<file path="src/rtl/calc_pkg.sv">
// Shared constants, state encoding and width helpers for the calculator keypad-entry path.
package calc_pkg;

   localparam logic [7:0] KEY_CLR = 8'hC0;
   localparam logic [7:0] KEY_EQ  = 8'hE0;
   localparam logic [7:0] KEY_ADD = 8'hF0;
   localparam logic [7:0] KEY_SUB = 8'hF1;
   localparam logic [7:0] KEY_MUL = 8'hF2;
   localparam logic [7:0] KEY_DIV = 8'hF3;

   localparam logic [1:0] OP_ADD = 2'd0;
   localparam logic [1:0] OP_SUB = 2'd1;
   localparam logic [1:0] OP_MUL = 2'd2;
   localparam logic [1:0] OP_DIV = 2'd3;

   typedef enum logic [7:0] {
      S_IDLE    = 8'b0000_0001,
      S_ENTER_A = 8'b0000_0010,
      S_OP_WAIT = 8'b0000_0100,
      S_ENTER_B = 8'b0000_1000,
      S_CALC    = 8'b0001_0000,
      S_CONVERT = 8'b0010_0000,
      S_SHOW    = 8'b0100_0000,
      S_ERROR   = 8'b1000_0000
   } state_e;

   function automatic int pow10(input int d);
      int p;
      p = 1;
      for (int i = 0; i < d; i++) p = p * 10;
      return p;
   endfunction

   // Bits needed to hold 10^d - 1.
   function automatic int clog2_pow10(input int d);
      int w;
      w = 0;
      for (int i = 0; i < 32; i++)
         if ((longint'(1) << i) < longint'(pow10(d))) w = i + 1;
      return w;
   endfunction

   function automatic logic key_is_digit(input logic [7:0] k);
      return (k[7:4] == 4'h0) && (k[3:0] <= 4'd9);
   endfunction

   function automatic logic key_is_op(input logic [7:0] k);
      return k[7:2] == KEY_ADD[7:2];
   endfunction

endpackage

</file>
<file path="src/rtl/calc_entry_fsm_if.sv">
// Keypad, calculation-unit handshake and display bus of the entry controller.
interface calc_entry_fsm_if #(parameter int DIGITS = 2) ();

   localparam int OPW   = calc_pkg::clog2_pow10(DIGITS);
   localparam int RES_W = 2 * OPW;
   localparam int DISP  = 2 * DIGITS;

   logic [7:0]        key_code;
   logic              key_pressed;
   logic              calc_req;
   logic              calc_ack;
   logic [OPW-1:0]    op_a;
   logic [OPW-1:0]    op_b;
   logic [1:0]        op_code;
   logic [RES_W-1:0]  calc_result;
   logic              calc_neg;
   logic              calc_err;
   logic [4*DISP-1:0] disp_bcd;
   logic [DISP-1:0]   disp_blank;
   logic              disp_neg;
   logic              disp_err;
   logic              busy;

   modport slave (
      input  key_code, key_pressed, calc_ack, calc_result, calc_neg, calc_err,
      output calc_req, op_a, op_b, op_code, disp_bcd, disp_blank, disp_neg, disp_err, busy
   );

   modport master (
      output key_code, key_pressed, calc_ack, calc_result, calc_neg, calc_err,
      input  calc_req, op_a, op_b, op_code, disp_bcd, disp_blank, disp_neg, disp_err, busy
   );

endinterface

</file>
<file path="src/rtl/calc_bin2bcd.sv">
// Sequential double-dabble converter: one bit per cycle, done pulses RES_W cycles after start.
module calc_bin2bcd #(
   parameter int RES_W = 14,
   parameter int DISP  = 4
) (
   input  logic              clk,
   input  logic              rst,
   input  logic              start,
   input  logic [RES_W-1:0]  bin,
   output logic [4*DISP-1:0] bcd,
   output logic              done
);

   localparam int BW = 4 * DISP;
   localparam int CW = $clog2(RES_W + 1);

   logic [BW-1:0]    bcd_q, bcd_d;
   logic [RES_W-1:0] sh_q, sh_d;
   logic [CW-1:0]    cnt_q, cnt_d;
   logic             run_q, run_d;
   logic             done_q, done_d;
   logic [BW-1:0]    src_bcd, adj_bcd;
   logic [RES_W-1:0] src_sh;

   // The start cycle performs the first shift itself so the last one lands RES_W cycles later.
   assign src_bcd = start ? '0 : bcd_q;
   assign src_sh  = start ? bin : sh_q;

   generate
      for (genvar gi = 0; gi < DISP; gi++) begin : g_adj
         assign adj_bcd[4*gi +: 4] = (src_bcd[4*gi +: 4] >= 4'd5) ?
                                     src_bcd[4*gi +: 4] + 4'd3 : src_bcd[4*gi +: 4];
      end
   endgenerate

   always_comb begin
      bcd_d  = bcd_q;
      sh_d   = sh_q;
      cnt_d  = cnt_q;
      run_d  = run_q;
      done_d = 1'b0;
      if (start) begin
         {bcd_d, sh_d} = {adj_bcd, src_sh} << 1;
         cnt_d = CW'(RES_W - 1);
         run_d = 1'b1;
      end else if (run_q) begin
         {bcd_d, sh_d} = {adj_bcd, src_sh} << 1;
         cnt_d = cnt_q - CW'(1);
         if (cnt_q == CW'(1)) begin
            run_d  = 1'b0;
            done_d = 1'b1;
         end
      end
   end

   always_ff @(posedge clk or posedge rst) begin
      if (rst) begin
         bcd_q  <= '0;
         sh_q   <= '0;
         cnt_q  <= '0;
         run_q  <= 1'b0;
         done_q <= 1'b0;
      end else begin
         bcd_q  <= bcd_d;
         sh_q   <= sh_d;
         cnt_q  <= cnt_d;
         run_q  <= run_d;
         done_q <= done_d;
      end
   end

   assign bcd  = bcd_q;
   assign done = done_q;

endmodule

</file>
<file path="src/rtl/calc_entry_fsm.sv">
// Keypad entry controller: operand accumulation, calc-unit handshake, result display.
module calc_entry_fsm
   import calc_pkg::*;
#(
   parameter int DIGITS = 2
) (
   input logic        clk,
   input logic        rst,
   calc_entry_fsm_if.slave bus
);

   localparam int OPW   = clog2_pow10(DIGITS);
   localparam int RES_W = 2 * OPW;
   localparam int DISP  = 2 * DIGITS;
   localparam int BCD_W = 4 * DIGITS;
   localparam int DB_W  = 4 * DISP;

   state_e           state_q, state_d;
   logic             pressed_q;
   logic [OPW-1:0]   a_q, a_d, b_q, b_d;
   logic [BCD_W-1:0] ent_bcd_q, ent_bcd_d;
   logic [2:0]       cnt_q, cnt_d;
   logic [1:0]       op_q, op_d;
   logic [RES_W-1:0] res_q, res_d;
   logic             neg_q, neg_d;

   logic             key_ev, is_dig, is_opk, is_eq, is_clr;
   logic [3:0]       key_dig;
   logic [OPW-1:0]   dig_ext;
   logic             can_append, chain_ok, conv_start, conv_done;
   logic [DB_W-1:0]  conv_bcd;
   logic [2:0]       res_sig;

   assign key_ev     = bus.key_pressed & ~pressed_q;
   assign is_dig     = key_ev & key_is_digit(bus.key_code);
   assign is_opk     = key_ev & key_is_op(bus.key_code);
   assign is_eq      = key_ev & (bus.key_code == KEY_EQ);
   assign is_clr     = key_ev & (bus.key_code == KEY_CLR);
   assign key_dig    = bus.key_code[3:0];
   assign dig_ext    = OPW'(key_dig);
   assign can_append = cnt_q < 3'(DIGITS);
   assign chain_ok   = ~neg_q & (res_q < RES_W'(pow10(DIGITS)));
   // Clear in the ack cycle wins, so it must also suppress the conversion start.
   assign conv_start = (state_q == S_CALC) & bus.calc_ack & ~bus.calc_err & ~is_clr;

   always_comb begin
      res_sig = 3'd1;
      for (int i = 1; i < DIGITS; i++)
         if (conv_bcd[4*i +: 4] != 4'd0) res_sig = 3'(i + 1);
   end

   calc_bin2bcd #(.RES_W(RES_W), .DISP(DISP)) u_bin2bcd (
      .clk   (clk),
      .rst   (rst),
      .start (conv_start),
      .bin   (bus.calc_result),
      .bcd   (conv_bcd),
      .done  (conv_done)
   );

   always_ff @(posedge clk or posedge rst) begin
      if (rst) begin
         state_q   <= S_IDLE;
         pressed_q <= 1'b0;
         a_q       <= '0;
         b_q       <= '0;
         ent_bcd_q <= '0;
         cnt_q     <= '0;
         op_q      <= '0;
         res_q     <= '0;
         neg_q     <= 1'b0;
      end else begin
         state_q   <= state_d;
         pressed_q <= bus.key_pressed;
         a_q       <= a_d;
         b_q       <= b_d;
         ent_bcd_q <= ent_bcd_d;
         cnt_q     <= cnt_d;
         op_q      <= op_d;
         res_q     <= res_d;
         neg_q     <= neg_d;
      end
   end

   always_comb begin
      state_d   = state_q;
      a_d       = a_q;
      b_d       = b_q;
      ent_bcd_d = ent_bcd_q;
      cnt_d     = cnt_q;
      op_d      = op_q;
      res_d     = res_q;
      neg_d     = neg_q;
      if (is_clr) begin
         state_d   = S_IDLE;
         a_d       = '0;
         b_d       = '0;
         ent_bcd_d = '0;
         cnt_d     = '0;
         op_d      = '0;
         res_d     = '0;
         neg_d     = 1'b0;
      end else begin
         case (state_q)
            S_IDLE: if (is_dig) begin
               state_d   = S_ENTER_A;
               a_d       = dig_ext;
               ent_bcd_d = BCD_W'(key_dig);
               cnt_d     = 3'd1;
            end
            S_ENTER_A: begin
               if (is_dig) begin
                  if (can_append) begin
                     a_d       = (a_q << 3) + (a_q << 1) + dig_ext;
                     ent_bcd_d = (ent_bcd_q << 4) | BCD_W'(key_dig);
                     cnt_d     = cnt_q + 3'd1;
                  end
               end else if (is_opk) begin
                  op_d    = bus.key_code[1:0];
                  state_d = S_OP_WAIT;
               end
            end
            S_OP_WAIT: begin
               if (is_opk) begin
                  op_d = bus.key_code[1:0];
               end else if (is_dig) begin
                  state_d   = S_ENTER_B;
                  b_d       = dig_ext;
                  ent_bcd_d = BCD_W'(key_dig);
                  cnt_d     = 3'd1;
               end
            end
            S_ENTER_B: begin
               if (is_dig) begin
                  if (can_append) begin
                     b_d       = (b_q << 3) + (b_q << 1) + dig_ext;
                     ent_bcd_d = (ent_bcd_q << 4) | BCD_W'(key_dig);
                     cnt_d     = cnt_q + 3'd1;
                  end
               end else if (is_eq) begin
                  state_d = S_CALC;
               end
            end
            S_CALC: if (bus.calc_ack) begin
               res_d   = bus.calc_result;
               neg_d   = bus.calc_neg;
               state_d = bus.calc_err ? S_ERROR : S_CONVERT;
            end
            S_CONVERT: if (conv_done) state_d = S_SHOW;
            S_SHOW: begin
               if (is_dig) begin
                  state_d   = S_ENTER_A;
                  a_d       = dig_ext;
                  b_d       = '0;
                  ent_bcd_d = BCD_W'(key_dig);
                  cnt_d     = 3'd1;
               end else if (is_opk && chain_ok) begin
                  state_d   = S_OP_WAIT;
                  a_d       = res_q[OPW-1:0];
                  ent_bcd_d = conv_bcd[BCD_W-1:0];
                  cnt_d     = res_sig;
                  op_d      = bus.key_code[1:0];
               end
            end
            S_ERROR: state_d = S_ERROR;
            default: state_d = S_IDLE;
         endcase
      end
   end

   always_comb begin : disp_comb
      logic nz;
      bus.disp_bcd   = '0;
      bus.disp_blank = '1;
      bus.disp_neg   = 1'b0;
      bus.disp_err   = 1'b0;
      nz             = 1'b0;
      case (state_q)
         S_ENTER_A, S_OP_WAIT, S_ENTER_B, S_CALC, S_CONVERT: begin
            bus.disp_bcd = DB_W'(ent_bcd_q);
            for (int i = 0; i < DISP; i++) bus.disp_blank[i] = (i >= int'(cnt_q));
         end
         S_SHOW: begin
            bus.disp_bcd = conv_bcd;
            bus.disp_neg = neg_q;
            // Blank leading zeros from the top down; digit 0 always stays lit.
            for (int i = DISP - 1; i >= 0; i--) begin
               nz = nz | (conv_bcd[4*i +: 4] != 4'd0);
               bus.disp_blank[i] = ~nz & (i != 0);
            end
         end
         S_ERROR: bus.disp_err = 1'b1;
         default: bus.disp_blank = ~DISP'(1);
      endcase
   end

   assign bus.calc_req = (state_q == S_CALC);
   assign bus.busy     = (state_q == S_CALC) | (state_q == S_CONVERT);
   assign bus.op_a     = a_q;
   assign bus.op_b     = b_q;
   assign bus.op_code  = op_q;

endmodule

</file>
<file path="src/flat_wrapper.sv">
// flat-port wrapper written by rule: the top's interface ports become plain ports
module calc_entry_fsm_flat import calc_pkg::*;
#(
   parameter int DIGITS = 2
)
  (clk, rst, bus_key_code, bus_key_pressed, bus_calc_ack, bus_calc_result, bus_calc_neg, bus_calc_err, bus_calc_req, bus_op_a, bus_op_b, bus_op_code, bus_disp_bcd, bus_disp_blank, bus_disp_neg, bus_disp_err, bus_busy);
  calc_entry_fsm_if #(.DIGITS(DIGITS)) bus_i ();
  input logic clk;
  input logic rst;
  input wire logic [$bits(bus_i.key_code)-1:0] bus_key_code;
  input wire logic [$bits(bus_i.key_pressed)-1:0] bus_key_pressed;
  input wire logic [$bits(bus_i.calc_ack)-1:0] bus_calc_ack;
  input wire logic [$bits(bus_i.calc_result)-1:0] bus_calc_result;
  input wire logic [$bits(bus_i.calc_neg)-1:0] bus_calc_neg;
  input wire logic [$bits(bus_i.calc_err)-1:0] bus_calc_err;
  output wire logic [$bits(bus_i.calc_req)-1:0] bus_calc_req;
  output wire logic [$bits(bus_i.op_a)-1:0] bus_op_a;
  output wire logic [$bits(bus_i.op_b)-1:0] bus_op_b;
  output wire logic [$bits(bus_i.op_code)-1:0] bus_op_code;
  output wire logic [$bits(bus_i.disp_bcd)-1:0] bus_disp_bcd;
  output wire logic [$bits(bus_i.disp_blank)-1:0] bus_disp_blank;
  output wire logic [$bits(bus_i.disp_neg)-1:0] bus_disp_neg;
  output wire logic [$bits(bus_i.disp_err)-1:0] bus_disp_err;
  output wire logic [$bits(bus_i.busy)-1:0] bus_busy;
  assign bus_i.key_code = bus_key_code;
  assign bus_i.key_pressed = bus_key_pressed;
  assign bus_i.calc_ack = bus_calc_ack;
  assign bus_i.calc_result = bus_calc_result;
  assign bus_i.calc_neg = bus_calc_neg;
  assign bus_i.calc_err = bus_calc_err;
  assign bus_calc_req = bus_i.calc_req;
  assign bus_op_a = bus_i.op_a;
  assign bus_op_b = bus_i.op_b;
  assign bus_op_code = bus_i.op_code;
  assign bus_disp_bcd = bus_i.disp_bcd;
  assign bus_disp_blank = bus_i.disp_blank;
  assign bus_disp_neg = bus_i.disp_neg;
  assign bus_disp_err = bus_i.disp_err;
  assign bus_busy = bus_i.busy;
  calc_entry_fsm #(.DIGITS(DIGITS)) u_core (.clk(clk), .rst(rst), .bus(bus_i));
endmodule
</file>
<file path="config.mk">
export PLATFORM = sky130hd
export DESIGN_NAME = calc_entry_fsm_flat
export DESIGN_NICKNAME = d
export VERILOG_FILES = /design/src/rtl/calc_pkg.sv /design/src/rtl/calc_entry_fsm_if.sv /design/src/rtl/calc_bin2bcd.sv /design/src/rtl/calc_entry_fsm.sv /design/src/flat_wrapper.sv
export SDC_FILE = /design/constraint.sdc
export NUM_CORES = 1
export LEC_CHECK = 0
export CAP_MARGIN = 20
export CORE_ASPECT_RATIO = 1.25
export CORE_MARGIN = 4
export CORE_UTILIZATION = 39
export CTS_CLUSTER_SIZE = 28
export DETAILED_ROUTE_END_ITERATION = 8
export SLEW_MARGIN = 20
export SYNTH_ARGS = -nofsm -noshare
export SYNTH_HDL_FRONTEND = slang
export SYNTH_HIERARCHICAL = 1
export SYNTH_SLANG_ARGS = --single-unit
</file>
<file path="constraint.sdc">
create_clock -name clk -period 3.1 [get_ports clk]
set_input_delay 0.465 -clock clk [delete_from_list [all_inputs] [get_ports clk]]
set_output_delay 0.465 -clock clk [all_outputs]
set_load 0.02 [all_outputs]
</file>
# After elaboration in Yosys (flattened, before gate mapping)
# Cells that the tools add are included.
[totals] reg_bits=87 latchBits=0 ram_bits=0 rom_bits=0 in_bits=28 out_inout_bits=40 word_cells=185 memories=0
[op_classes] n_addsub=10 multipliers=0 div_mod_pow=0 order_cmp=11 n_eq_ne=31 n_shift=0 mux=78 bitwise=20 n_reduce_logical=21
[ops] cell="8-bit 2-to-1 mux" n=20
[ops] cell="14-bit 2-to-1 mux" n=6
[ops] cell="7-bit 2-to-1 mux" n=11
[ops] cell="8-bit one-hot mux with 8 select lines" n=1
[ops] cell="16-bit 2-to-1 mux" n=3
[ops] cell="7-bit one-hot mux with 3 select lines" n=2
[ops] cell="3-bit by 1-bit != test with 1-bit output (second input constant)" n=12
[ops] cell="16-bit one-hot mux with 2 select lines" n=1
[ops] cell="8-bit one-hot mux with 4 select lines" n=1
[ops] cell="8-bit == test (second input constant)" n=3
[ops] cell="3-bit 2-to-1 mux" n=8
[ops] cell="4-bit nonzero test" n=6
[ops] cell="4-bit 2-to-1 mux" n=5
[ops] cell="4-bit by 3-bit greater-or-equal comparator with 1-bit output (second input constant)" n=4
[ops] cell="7-bit by 4-bit adder with 7-bit output" n=2
[ops] cell="7-bit adder" n=2
[ops] cell="14-bit by 7-bit < comparator with 1-bit output (second input constant)" n=1
[ops] cell="4-bit by 2-bit adder with 4-bit output (second input constant)" n=3
[ops] cell="2-bit 2-to-1 mux" n=6
[ops] cell="3-bit != test (second input constant)" n=4
[ops] cell="3-bit one-hot mux with 4 select lines" n=1
[ops] cell="4-bit one-hot mux with 3 select lines" n=1
[ops] cell="1-bit 2-to-1 mux" n=11
[ops] cell="10-bit AND reduction" n=1
[ops] cell="other kinds (33)" n=56

# Longest topological paths before layout
[logic_depth] word_depth=10 depth_mapped=14 mapped_depth_nobuf=11

# Hierarchy
# The synthesis kept the hierarchy.
[modules_own_cells] mod="calc_entry_fsm" n_inst=1 cells_per_inst=377 area_each_um2=3547.2 seq_area_each_um2=1277.5
[modules_own_cells] mod="calc_bin2bcd" n_inst=1 cells_per_inst=214 area_each_um2=1951.9 seq_area_each_um2=875.8

# Least setup slack after synthesis
# OpenSTA, ideal clock, no wires.
[synth_timing] kind="reg2reg" startpoint="reg u_core.state_q[1]" endpoint="reg u_core.u_bin2bcd.bcd_q[1] (netlist: u_core/u_bin2bcd/bcd[1])" setup_time_ns=0.083 t_arrival_ns=3.131 required_ns=3.017 path_slack_ns=-0.114 stages_incl_launch_ff=15 path_buffers=3 synth_period_minus_slack_ns=3.214 cell_sequence="dfrtp_1 -> clkbuf_1 -> nor2_1 -> nand3_1 -> nor2_1 -> and3_1 -> clkbuf_1 -> nor2b_1 -> clkbuf_1 -> nand2b_1 -> ha_1 -> inv_1 -> or2_2 -> a21o_1 -> o21ai_0"
[synth_between] elab_chain_cells=9 elab_cells_between_ends=11 cone_classes="1 x add/sub; 1 x order compare; 1 x eq/ne; 4 x mux; 3 x bitwise; 1 x reduce/logical"
[synth_lines] item="from (decl)" line="calc_entry_fsm.sv:18" source="state_e state_q, state_d;"
[synth_lines] item="from (signal assigned)" line="calc_entry_fsm.sv:73" source="state_q <= state_d;"
[synth_lines] item="8-bit by 5-bit == test with 1-bit output *"
[synth_lines] item="net bus_calc_req" line="flat_wrapper.sv:16" source="output wire logic [$bits(bus_i.calc_req)-1:0] bus_calc_req;"
[synth_lines] item="1-bit AND * (3 in a row)" line="calc_entry_fsm.sv:44" source="assign conv_start = (state_q == S_CALC) & bus.calc_ack & ~bus.calc_err & ~is_clr;"
[synth_lines] item="net u_core.conv_start" line="calc_entry_fsm.sv:30" source="logic can_append, chain_ok, conv_start, conv_done;"
[synth_lines] item="16-bit 2-to-1 mux" line="calc_bin2bcd.sv:26" source="assign src_bcd = start ? '0 : bcd_q;"
[synth_lines] item="4-bit by 2-bit adder with 4-bit output or 4-bit by 3-bit greater-or-equal comparator with 1-bit output (tied branches)" line="calc_bin2bcd.sv:32, calc_bin2bcd.sv:31"
[synth_lines] item="4-bit 2-to-1 mux" line="calc_bin2bcd.sv:31" source="assign adj_bcd[4*gi +: 4] = (src_bcd[4*gi +: 4] >= 4'd5) ?"
[synth_lines] item="16-bit 2-to-1 mux" line="calc_bin2bcd.sv:46" source="end else if (run_q) begin"
[synth_lines] item="16-bit 2-to-1 mux" line="calc_bin2bcd.sv:42" source="if (start) begin"
[synth_lines] item="to (signal assigned)" line="calc_bin2bcd.sv:58" source="bcd_q <= '0;"
[synth_lines] item="to (signal assigned)" line="calc_bin2bcd.sv:64" source="bcd_q <= bcd_d;"
[synth_lines] item="to (decl)" line="calc_bin2bcd.sv:17" source="logic [BW-1:0] bcd_q, bcd_d;"
# Mark *: on every way through the listed nets, which the timed path passes. The rest lies on a longest branch. The select of a mux whose other input is x is not followed.
# A chain may end at the register's enable or synchronous reset.

# Final worst setup path
[layout_timing] startpoint="reg u_core.state_q[5]" endpoint="out bus_disp_err"
[layout_between] elab_chain_cells=2
[layout_lines] item="8-bit == test" line="calc_entry_fsm.sv:178" source="case (state_q)"
[layout_lines] item="1-bit 2-to-1 mux" line="calc_entry_fsm.sv:178"
[layout_lines] item="to (decl)" line="flat_wrapper.sv:23" source="output wire logic [$bits(bus_i.disp_err)-1:0] bus_disp_err;"
# Every way passes these cells.

==> impl_metrics.csv <==
group,metric,value,unit
die,die_h,140.8,um
finish,syn2layout_area_growth,25.37,%
global_route,grt_use_total,19.04,%
place,hpwl,11.35,mm
die,row_count,48,
finish,diodes,0,
status,status,"complete, no violations",
timing,fin_skew,0.01113,ns
synth,yosys_register_bits,86,
clocking,cts_buffer_depth,2,
setup_path,worst_ep_arrival_time,2.53,ns
setup_path,cp_max_fo,5,
timing,max_freq,0.3343,GHz
pwr,intPower,2.123,mW
synth,synthesis.nets,648,
timing,final-setup-viol-count,0,
clocking,numCtsBuffers,9,
finish,layout-drive-gt1-share,15.44,%
timing,finalSetupTns,0,ns
die,initial_utilization,39.81,%
clocking,cts_tree,"done",
detailed_routing,vias,4924,
die,die_area,0.01608,mm2
pwr,p_total,3.030,mW
setup_path,startpoint_type,"flip-flop",
setup_path,required,2.63,ns
global_route,antenna_found_initial,0,
global_route,grt-ovfl-total,0,
pwr,comb_power_share,22.8,%
pwr,switchingPower,0.9063,mW
clocking,cts_root_buf,"clkbuf_16",
detailed_routing,drt_iter0_drc,303,
timing,final-max-slew-violation-count,0,
synth,ys_seq_area_share,39.16,%
setup_path,worstPathCellList,"buf_4, or4_4, or4_4, inv_1, clkdlybuf4s50_1",
synth,yosys.area.top_type,"dfrtp_1",
timing,rsz0062_at_grt,"false",
synth,synth_cell_type_count,67,
timing,hold_violations,0,
timing,max_slew_margin,49.35,%
detailed_routing,wl_per_cell,17.45,um
pwr,cellPowerDensity,439.5,mW/mm2
pwr,ir_drop,230.6,uV
clocking,clock_sinks,86,
place,place_congestion,0.8716,
min_path,hold_class,"primary input to asynchronous set/reset pin",
synth,synth_cells,591,
detailed_routing,drtAntennaViolNets,0,
synth,asyncSetResetFlopFracSynth,100.0,%
synth,synth_edf_count,0,
synth,yosys_most_used_dff,"dfrtp_1",
synth,ys_top_cells_by_area,"dfrtp_1, ha_1, o21ai_0",
global_route,grt_max_degree,36,
clocking,cts.hold.buffers_added,0,
timing,max_slew.worst_pin.slew,0.7581,ns
synth,syn_area,0.005499,mm2
detailed_routing,first_pass_iters,5,
place,numPortBuffers,67,
pwr,sw_frac_of_total,29.92,%
die,die_w,114.2,um
timing,fin_crit_sh,96.51,%
detailed_routing,avgViaCountPerCell,5.673,
pwr,p_seq_share,41.3,%
setup_path,critPathSlowestCell,"clkdlybuf4s50_1",
clocking,clk_pin_slew,0.06,ns
die,core-area,0.01381,mm2
die,io_pins,68,
job,cap_violations,0,
global_route,grt_pass1_vias,5020,
finish,nNetsFinal,745,
synth,yosysTopAreaCellShare,38.68,%
setup_path,critPathMaxStageDelay,0.59,ns
pwr,leakage,2.969,nW
clocking,clock_latency,0.34,ns
setup_path,worst_path_most_repeated_cell,"or4_4",
synth,avgSynthCellArea,9.305,um2
detailed_routing,routed_wl,15.15,mm
setup_path,end_kind,"output pin",
global_route,grt_pass1_wl,24.86,mm
timing,finalCriticalPeriod,2.992,ns
setup_path,critPathKind,"flip-flop to output pin",
pwr,p_clk_share,35.9,%
synth,ys.warnings.count,6,
detailed_routing,drc,0,
clocking,cts_max_level,3,
==> per-layer routing <==
| layer | global-route usage, % | share of wire, % | vias to the layer above | routed length [um] |
|---|---|---|---|---|
| li1 | - | - | 2350 | - |
| met1 | 24.03 | 43 | 2416 | 6480 |
| met2 | 33.07 | 51 | 134 | 7752 |
| met3 | 2.791 | 3.9 | 24 | 592 |
| met4 | 6.504 | 2.1 | 0 | 321 |
| met5 | 0 | 0 | - | 0 |
==> Yosys cell counts (5+ instances only) <==
cell type	instances
inv_1	31
mux2_2	11
nand3_1	14
ha_1	25
a22o_1	23
nand2b_1	18
buf_2	7
a211oi_1	6
clkbuf_1	20
nand2_1	49
and2_1	11
a21o_1	9
o21ai_0	41
xnor2_1	11
xor2_1	6
a21oi_1	40
nor2_1	34
o31ai_1	5
nor2b_1	6
a22oi_1	9
nand3b_1	5
mux2i_1	20
nor4_1	13
o22ai_1	12
nor3_1	5
o21bai_1	5
dfrtp_1	85
==> cells in the final DEF, fill, tap and decap left out, types with 5 or more instances in the layout <==
master,n
a211oi_1,6
a21o_1,9
a21oi_1,40
a22o_1,23
a22oi_1,9
and2_1,11
buf_2,5
buf_4,49
clkbuf_16,9
clkbuf_2,5
clkdlybuf4s50_1,46
dfrtp_1,85
dlygate4sd2_1,9
ha_1,25
inv_1,30
mux2_2,11
mux2i_1,20
nand2_1,49
nand2b_1,18
nand3_1,14
nand3b_1,5
nor2_1,33
nor2b_1,5
nor3_1,5
nor4_1,13
o21ai_0,40
o21bai_1,5
o22ai_1,12
o31ai_1,5
xnor2_1,11
xor2_1,6
==> sequential cells by signal, indices dropped and copies added (netlist names) <==
| name | flops |
|---|---|
| u_core/pressed_q | 1 |
| u_core/ent_bcd_q | 8 |
| u_core/u_bin2bcd/run_q | 1 |
| u_core/u_bin2bcd/sh_q | 13 |
| u_core/bus.op_b | 7 |
| u_core/bus.op_code | 2 |
| u_core/u_bin2bcd/bcd | 16 |
| u_core/u_bin2bcd/cnt_q | 4 |
| u_core/u_bin2bcd/done | 1 |
| u_core/bus.op_a | 7 |
| u_core/res_q | 14 |
| u_core/cnt_q | 3 |
| u_core/state_q | 8 |
| u_core/neg_q | 1 |
==> stage by stage <==
step | instance area, um2 | hold slack (ns) | util [%] | std cells | setup WS, ns
detailed placement | 6609 | 0.4751 | 47.84 | 848 | -0.06130
floorplan | 5502 | 0.4677 | - | 591 | 0.01558
CTS | 6907 | 0.3895 | 50.00 | 864 | 0.002115
global placement | 6609 | 0.4695 | 47.84 | 848 | -0.01506
global route | 6894 | 0.3981 | 49.91 | 868 | 0.01144
finish | 6894 | 0.3906 | 49.91 | 868 | 0.1083
==> logic make-up (layout without fill, tap and decap cells) <==
family | count (synthesis) | count (layout) | share of synthesized area (%)
and+or+nand+nor | 188 | 188 | 18.82
AOI/OAI and AO/OA | 178 | 178 | 21.41
DFF | 86 | 86 | 39.16
buffers and inverters | 61 | 163 | 4.664
muxes | 32 | 32 | 6.098
adders and majority gates | 29 | 29 | 7.145
xor gates and xnor gates | 17 | 17 | 2.708
==> final timing paths <==
kind / from / endpoint / slack, ns / cells after the start
worst min-delay path: rst / u_core/neg_q / 0.39 / 2
max in group asynchronous: rst / u_core/state_q[0] / 2.11 / 3
worst max register to register: u_core/state_q[2] / u_core/u_bin2bcd/bcd[2] / 0.29 / 12
min in group clk: u_core/bus.op_b[6] / u_core/bus.op_b[6] / 0.48 / 2
worst min register to register: u_core/bus.op_b[6] / u_core/bus.op_b[6] / 0.48 / 2
worst max-delay path: u_core/state_q[5] / bus_disp_err / 0.11 / 5
==> layout make-up <==
cell class	instances	area [um2]
Clock buffer	10	229.0
Clock inverter	6	68.82
Fill cell	1306	6919
Inverter	31	116.4
Multi-Input combinational cell	444	3110
Sequential cell	86	2153
Tap cell	175	219.0
Timing Repair Buffer	116	997.2
==> power groups by stage <==
stage	Clock [mW]	Sequential, mW	Combinational, mW
after floorplan	0	1.26	0.426
after global placement	0	1.27	0.676
after detailed placement	0	1.27	0.693
after CTS	1.12	1.25	0.694
after global routing	1.17	1.26	0.761
final	1.09	1.25	0.691
==> critical path: cells and delay by family (launching register included) <==
| family | cells | cell delay (ns) |
|---|---|---|
| DFF | 1 | 0.38 |
| buffers and inverters | 3 | 0.81 |
| and+or+nand+nor | 2 | 1.00 |
==> timing repair <==
item                       4_1_cts  5_1_grt
gates resized for setup         42       19
buffers inserted                 0        4
pin swaps                        0        1
setup endpoints to repair       21       18
Note: power is estimated with default switching activity, not from simulation.
